--- src/rtl/vec_bit_serializer_pkg.sv ---
// Shared types and helpers for the vector bit serializer.
// Holds the FSM state encoding and the index-width calculation.
package vec_ser_pkg;

  typedef enum logic {
    IDLE  = 1'b0,
    SHIFT = 1'b1
  } vec_ser_state_t;

  localparam int MIN_WIDTH = 1;
  localparam int MAX_WIDTH = 64;

  // A 1-bit vector still needs a 1-bit index port.
  function automatic int idx_width(input int width);
    return (width <= 1) ? 1 : $clog2(width);
  endfunction

endpackage

--- src/rtl/vec_bit_serializer_if.sv ---
// Bus bundle for the serializer: vector-in handshake, bit-out handshake and status.
// Handshake rule for both channels: a transfer happens on a rising clk edge where
// valid and ready are both high; the producer holds its data stable while valid=1
// and ready=0, and the consumer may hold ready low for any number of cycles.
interface vec_bit_serializer_if
  import vec_ser_pkg::*;
#(
  parameter int WIDTH = 8,
  parameter int IDX_W = idx_width(WIDTH)
);

  logic             in_valid;
  logic             in_ready;
  logic [WIDTH-1:0] in_vec;
  logic             in_msb_first;

  logic [WIDTH-1:0] outv;
  logic             out_bit;
  logic             out_valid;
  logic             out_ready;
  logic [IDX_W-1:0] out_idx;
  logic             out_last;
  logic             busy;

  modport slave (
    input  in_valid,
    input  in_vec,
    input  in_msb_first,
    input  out_ready,
    output in_ready,
    output outv,
    output out_bit,
    output out_valid,
    output out_idx,
    output out_last,
    output busy
  );

  modport master (
    output in_valid,
    output in_vec,
    output in_msb_first,
    output out_ready,
    input  in_ready,
    input  outv,
    input  out_bit,
    input  out_valid,
    input  out_idx,
    input  out_last,
    input  busy
  );

endinterface

--- src/rtl/vec_bit_serializer_index_ctr.sv ---
// Loadable up/down bit-index counter for the serializer.
// at_end_o flags the final position for the current direction (dir_i=1 counts down).
module vec_bit_index_ctr
  import vec_ser_pkg::*;
#(
  parameter int WIDTH = 8,
  parameter int IDX_W = idx_width(WIDTH)
) (
  input  logic             clk,
  input  logic             rst_n,
  input  logic             load_i,
  input  logic [IDX_W-1:0] load_val_i,
  input  logic             step_i,
  input  logic             dir_i,
  output logic [IDX_W-1:0] idx_o,
  output logic             at_end_o
);

  localparam logic [IDX_W-1:0] LAST_IDX = IDX_W'(WIDTH - 1);

  logic [IDX_W-1:0] idx_q;
  logic [IDX_W-1:0] idx_d;

  // Load wins over step: a new vector arriving on the last beat restarts the index.
  always_comb begin
    idx_d = idx_q;
    if (load_i) begin
      idx_d = load_val_i;
    end else if (step_i) begin
      idx_d = dir_i ? (idx_q - IDX_W'(1)) : (idx_q + IDX_W'(1));
    end
  end

  always_ff @(posedge clk or negedge rst_n) begin
    if (!rst_n) begin
      idx_q <= '0;
    end else begin
      idx_q <= idx_d;
    end
  end

  assign idx_o    = idx_q;
  assign at_end_o = dir_i ? (idx_q == '0) : (idx_q == LAST_IDX);

endmodule

--- src/rtl/vec_bit_serializer.sv ---
// Captures a WIDTH-bit vector over valid/ready and replays it one bit per beat,
// MSB- or LSB-first per transfer, with index/last flags and no bubble between vectors.
module vec_bit_serializer
  import vec_ser_pkg::*;
#(
  parameter int WIDTH = 8,
  parameter int IDX_W = idx_width(WIDTH)
) (
  input  logic                 clk,
  input  logic                 rst_n,
  vec_bit_serializer_if.slave  bus,
  output vec_ser_state_t       state_o
);

  localparam logic [IDX_W-1:0] LAST_IDX = IDX_W'(WIDTH - 1);

  if (WIDTH < MIN_WIDTH || WIDTH > MAX_WIDTH) begin : g_bad_width
    $error("vec_bit_serializer: WIDTH out of range 1..64");
  end

  vec_ser_state_t   state_q;
  logic [WIDTH-1:0] outv_q;
  logic             msb_q;

  logic             in_shift;
  logic             at_end;
  logic             out_last;
  logic             in_ready;
  logic             accept;
  logic             beat;
  logic             last_beat;
  logic [IDX_W-1:0] idx;
  logic [IDX_W-1:0] start_idx;
  logic [WIDTH-1:0] shifted;

  assign in_shift  = (state_q == SHIFT);
  assign out_last  = in_shift & at_end;
  // Ready in SHIFT only while the final beat is leaving, so the next vector
  // loads on the same edge and streaming continues without an idle cycle.
  assign in_ready  = ~in_shift | (out_last & bus.out_ready);
  assign accept    = bus.in_valid & in_ready;
  assign beat      = in_shift & bus.out_ready;
  assign last_beat = beat & at_end;
  assign start_idx = bus.in_msb_first ? LAST_IDX : '0;

  vec_bit_index_ctr #(
    .WIDTH (WIDTH),
    .IDX_W (IDX_W)
  ) u_idx_ctr (
    .clk        (clk),
    .rst_n      (rst_n),
    .load_i     (accept),
    .load_val_i (start_idx),
    .step_i     (beat & ~at_end),
    .dir_i      (msb_q),
    .idx_o      (idx),
    .at_end_o   (at_end)
  );

  always_ff @(posedge clk or negedge rst_n) begin
    if (!rst_n) begin
      state_q <= IDLE;
      outv_q  <= '0;
      msb_q   <= 1'b0;
    end else begin
      if (accept) begin
        state_q <= SHIFT;
        outv_q  <= bus.in_vec;
        msb_q   <= bus.in_msb_first;
      end else if (last_beat) begin
        state_q <= IDLE;
      end
    end
  end

  // Shift rather than index so a 1-bit vector needs no special-case select.
  assign shifted = outv_q >> idx;

  assign bus.in_ready  = in_ready;
  assign bus.outv      = outv_q;
  assign bus.out_valid = in_shift;
  assign bus.busy      = in_shift;
  assign bus.out_last  = out_last;
  assign bus.out_idx   = in_shift ? idx : '0;
  assign bus.out_bit   = in_shift & shifted[0];
  assign state_o       = state_q;

endmodule

--- src/flat_wrapper.sv ---
// flat-port wrapper written by rule: the top's interface ports become plain ports
module vec_bit_serializer_flat import vec_ser_pkg::*;
#(
  parameter int WIDTH = 8,
  parameter int IDX_W = idx_width(WIDTH)
)
  (clk, rst_n, state_o, bus_in_valid, bus_in_vec, bus_in_msb_first, bus_out_ready, bus_in_ready, bus_outv, bus_out_bit, bus_out_valid, bus_out_idx, bus_out_last, bus_busy);
  vec_bit_serializer_if #(.WIDTH(WIDTH), .IDX_W(IDX_W)) bus_i ();
  input  logic clk;
  input  logic rst_n;
  output vec_ser_state_t state_o;
  input wire logic [$bits(bus_i.in_valid)-1:0] bus_in_valid;
  input wire logic [$bits(bus_i.in_vec)-1:0] bus_in_vec;
  input wire logic [$bits(bus_i.in_msb_first)-1:0] bus_in_msb_first;
  input wire logic [$bits(bus_i.out_ready)-1:0] bus_out_ready;
  output wire logic [$bits(bus_i.in_ready)-1:0] bus_in_ready;
  output wire logic [$bits(bus_i.outv)-1:0] bus_outv;
  output wire logic [$bits(bus_i.out_bit)-1:0] bus_out_bit;
  output wire logic [$bits(bus_i.out_valid)-1:0] bus_out_valid;
  output wire logic [$bits(bus_i.out_idx)-1:0] bus_out_idx;
  output wire logic [$bits(bus_i.out_last)-1:0] bus_out_last;
  output wire logic [$bits(bus_i.busy)-1:0] bus_busy;
  assign bus_i.in_valid = bus_in_valid;
  assign bus_i.in_vec = bus_in_vec;
  assign bus_i.in_msb_first = bus_in_msb_first;
  assign bus_i.out_ready = bus_out_ready;
  assign bus_in_ready = bus_i.in_ready;
  assign bus_outv = bus_i.outv;
  assign bus_out_bit = bus_i.out_bit;
  assign bus_out_valid = bus_i.out_valid;
  assign bus_out_idx = bus_i.out_idx;
  assign bus_out_last = bus_i.out_last;
  assign bus_busy = bus_i.busy;
  vec_bit_serializer #(.WIDTH(WIDTH), .IDX_W(IDX_W)) u_core (.clk(clk), .rst_n(rst_n), .bus(bus_i), .state_o(state_o));
endmodule
--- config.mk ---
export PLATFORM = sky130hd
export DESIGN_NAME = vec_bit_serializer_flat
export DESIGN_NICKNAME = d
export VERILOG_FILES = /design/src/rtl/vec_bit_serializer_pkg.sv /design/src/rtl/vec_bit_serializer_if.sv /design/src/rtl/vec_bit_serializer_index_ctr.sv /design/src/rtl/vec_bit_serializer.sv /design/src/flat_wrapper.sv
export SDC_FILE = /design/constraint.sdc
export NUM_CORES = 1
export LEC_CHECK = 0
export ABC_AREA = 0
export CAP_MARGIN = 20
export CORE_UTILIZATION = 37
export CTS_CLUSTER_SIZE = 20
export DETAILED_ROUTE_END_ITERATION = 8
export GPL_ROUTABILITY_DRIVEN = 0
export PLACE_DENSITY = 0.7
export SYNTH_ARGS = -nofsm -noshare
export SYNTH_HDL_FRONTEND = slang
export SYNTH_HIERARCHICAL = 1
export SYNTH_SLANG_ARGS = --single-unit
--- constraint.sdc ---
create_clock -name clk -period 2.7 [get_ports clk]
set_input_delay 0.54 -clock clk [delete_from_list [all_inputs] [get_ports clk]]
set_output_delay 0.54 -clock clk [all_outputs]
set_load 0.005 [all_outputs]
==> flow_metrics.env <==
export IMPL_cts_buffers=3
export IMPL_synthSimpleGateAreaFrac_pct=15.0
export IMPL_area_delta_synth_final_pct=48.1
export IMPL_drtPass1Iterations=4
export IMPL_synth_avg_cell_area_um2=12.1
export IMPL_avgRoutedWirePerCell_um=13.6
export IMPL_dp_cells=110
export IMPL_grt_remaining_overflow=0
export IMPL_grtUsageTotal_pct=17.2
export IMPL_post_route_min_period_ns=2.59
export IMPL_hpwl_um=1180
export IMPL_fp_row_count=15
export IMPL_setup_worst_path_end="bus_in_ready"
export IMPL_dpl_worst_slack_ns=0.387
export IMPL_syn_nets=72
export IMPL_status="complete, no violations"
export IMPL_setup_ws_ns=0.114
export IMPL_ys_ff_latch=13
export IMPL_path_delay_family="simple AND/OR/NAND/NOR gates"
export IMPL_synth_fa_ha_area_share_pct=2.86
export IMPL_slew_violations=0
export IMPL_die_x_um=45.5
export IMPL_yosys_warnings=6
export IMPL_power_total_w=0.00122
export IMPL_drive_gt1_share_pct=22.5
export IMPL_synthMuxAreaShare_pct=22.4
export IMPL_p_int_w=0.000816
export IMPL_startpoint="u_core/u_idx_ctr/idx_o[0]"
export IMPL_avgViaCountPerCell=4.84
export IMPL_r2r_cells=8
export IMPL_multi_input_area_um2=340
export IMPL_finalSetupTns_ns=0
export IMPL_drc=0
export IMPL_start_util_pct=40.1
export IMPL_critPathMaxFanout=6
export IMPL_portBuffers=29
export IMPL_ys_seq_area_share_pct=46.5
export IMPL_critical_path_class="reg -> out"
export IMPL_synthCells=58
export IMPL_p_leak_nw=0.441
export IMPL_post_route_period_util_pct=95.8
export IMPL_ir_drop_mv=0.480
export IMPL_crit_path_end_kind="primary output"
export IMPL_synthTopCellsByArea="dfrtp_1, mux2_2, mux4_2, fa_1, and2_1"
export IMPL_maxCapViolCount=0
export IMPL_fin_cells=114
export IMPL_synth_xor_area_share_pct=2.50
export IMPL_die_h_um=45.5
export IMPL_crit_buf_inv=1
export IMPL_reg2reg_to="u_core/u_idx_ctr/idx_o[2]"
export IMPL_power_frac_clock_pct=9.9
export IMPL_r2r_setup_slack_ns=0.71
export IMPL_synth_top_area_share_pct=46.5
export IMPL_synth_area_leader_cell="dfrtp_1"
export IMPL_syn_area_um2=699
export IMPL_crit_required_ns=2.16
export IMPL_path_cells="or4_1 > nand2_1 > a21bo_2 > clkdlybuf4s50_1"
export IMPL_routed_wl_um=1550
export IMPL_setup_viol=0
export IMPL_stdcell_area_um2=1040
export IMPL_regArea_um2=329
export IMPL_antenna_left=0
export IMPL_mostFrequentLayoutCell="clkdlybuf4s50_1"
export IMPL_synth_top_family_by_area="multiplexers"
export IMPL_dpl_cell_area_um2=1010
export IMPL_fin_nets=104
export IMPL_clkSlewWorstSetupHoldPaths_ns=0.08
export IMPL_grt_pass1_vias=558
export IMPL_clock_latency_ns=0.28
export IMPL_antenna_found_initial=0
export IMPL_rsz0062_at_grt="false"
export IMPL_cp_num_cells=4
export IMPL_synth_compound_area_share_pct=5.90
export IMPL_grt_first_pass_wirelength_um=2360
export IMPL_drt_iter0_markers=7
export IMPL_cp_data_arrival_time_ns=2.05
export IMPL_cts_setup_buffers=0
export IMPL_crit_reg2reg_launch="u_core/u_idx_ctr/idx_o[0]"
export IMPL_max_freq_mhz=387
export IMPL_antennaDiodeCount=0
export IMPL_final_cell_mix="clkdlybuf4s50_1, dfrtp_1, mux2_2"
export IMPL_p_seq_share_pct=32.9
export IMPL_slew_headroom_pct=61.2
export IMPL_h_tree_depth=1
export IMPL_clk_path_buf_depth=2
export IMPL_cp_slowest_cell="or4_1"
export IMPL_power_frac_comb_pct=57.2
export IMPL_grt_max_degree=14
export IMPL_tightest_slew_ns=0.581
export IMPL_pin_count=30
export IMPL_p_per_area_nw_per_um2=1180
export IMPL_fin_worst_skew_ns=0.00470
export IMPL_vias=552
export IMPL_core_area_um2=1750
export IMPL_hp_class="reg -> reg"
export IMPL_swShare_pct=33.2
export IMPL_cts_tree="yes"
export IMPL_die_area_um2=2070
export IMPL_finalHoldViolCount=0
export IMPL_fillers=167
export IMPL_cp_start_kind="flip-flop"
export IMPL_ys_types=22
export IMPL_critPathMaxStageDelay_ns=0.52
export IMPL_cts_sinks=13
export IMPL_cts_root_buf="clkbuf_4"
export IMPL_p_switching_w=0.000406
cell type report:
| cell class | instances | share of cell area [%] |
|---|---|---|
| Tap cell | 25 | 3.02 |
| Clock buffer | 4 | 2.54 |
| Timing Repair Buffer | 29 | 28.0 |
| Inverter | 5 | 1.81 |
| Sequential cell | 13 | 31.8 |
| Multi-Input combinational cell | 38 | 32.9 |
cell families (layout without fill, tap and decap cells):
kind of cell | Yosys count | in the layout
XOR/XNOR | 2 | 2
AND/OR/NAND/NOR | 17 | 17
multiplexers | 12 | 12
flip-flops | 13 | 13
adder cells (fa/ha/maj) | 1 | 1
buffers and inverters | 7 | 38
AO/OA/AOI/OAI | 6 | 6
sequential cells by signal, summed over array words and instances, names as in the netlist:
register and flops:
u_core/bus.busy 1, u_core/bus.outv 8, u_core/msb_q 1, u_core/u_idx_ctr/idx_o 3
stage by stage:
stage | util, % | hold slack [ns]
global route | 59.4 | 0.557
global placement | 57.6 | 0.515
detailed placement | 57.6 | 0.519
finish | 59.4 | 0.532
floorplan | - | 0.244
CTS | 59.1 | 0.537
cells in the mapped netlist:
| cell type | number |
|---|---|
| dfrtp_1 | 13 |
| mux2_2 | 9 |
| inv_1 | 5 |
| nand2_1 | 5 |
| and2_1 | 3 |
| o21ai_0 | 3 |
| buf_4 | 2 |
| mux4_2 | 2 |
| nor2b_1 | 2 |
| xnor2_1 | 2 |
| a21bo_2 | 1 |
| a22o_1 | 1 |
| a22oi_1 | 1 |
| and2_2 | 1 |
| and3b_1 | 1 |
| fa_1 | 1 |
| mux2i_1 | 1 |
| nand2_4 | 1 |
| nand2b_1 | 1 |
| nand4_1 | 1 |
| nor3b_1 | 1 |
| or4_1 | 1 |
metal layers:
metal	vias to the layer above	global-route usage, %	part of all wire [%]
met3	2	2.38	4.8
met5	-	0	0
met1	269	19.1	40
met4	0	12.7	1.2
met2	19	29.4	54
li1	262	-	-
power groups by stage:
| stage | Combinational [W] | Clock, W | Sequential (W) |
|---|---|---|---|
| 2_1_floorplan | 0.000372 | 0 | 0.000380 |
| 3_3_place_gp | 0.000672 | 0 | 0.000394 |
| 3_5_place_dp | 0.000700 | 0 | 0.000404 |
| 4_1_cts | 0.000704 | 0.000129 | 0.000400 |
| 5_1_grt | 0.000756 | 0.000138 | 0.000421 |
| 6_report | 0.000700 | 0.000121 | 0.000402 |
how the worst min path moves through the flow:
stage                  startpoint                  to  slack (ns)  cells past startpoint
2_1_floorplan               rst_n     u_core/bus.busy        0.24                      0
3_3_place_gp   u_core/bus.outv[1]  u_core/bus.outv[1]        0.52                      1
3_5_place_dp   u_core/bus.outv[1]  u_core/bus.outv[1]        0.52                      1
4_1_cts        u_core/bus.outv[1]  u_core/bus.outv[1]        0.54                      1
5_1_grt        u_core/bus.outv[1]  u_core/bus.outv[1]        0.56                      1
6_report       u_core/bus.outv[1]  u_core/bus.outv[1]        0.53                      1
timing repair:
action	4_1_cts	5_1_grt
resized for setup	0	3
endpoints found under the setup margin	0	1
hold buffers	0	0
No activity file was read; power rests on OpenSTA's default activity.
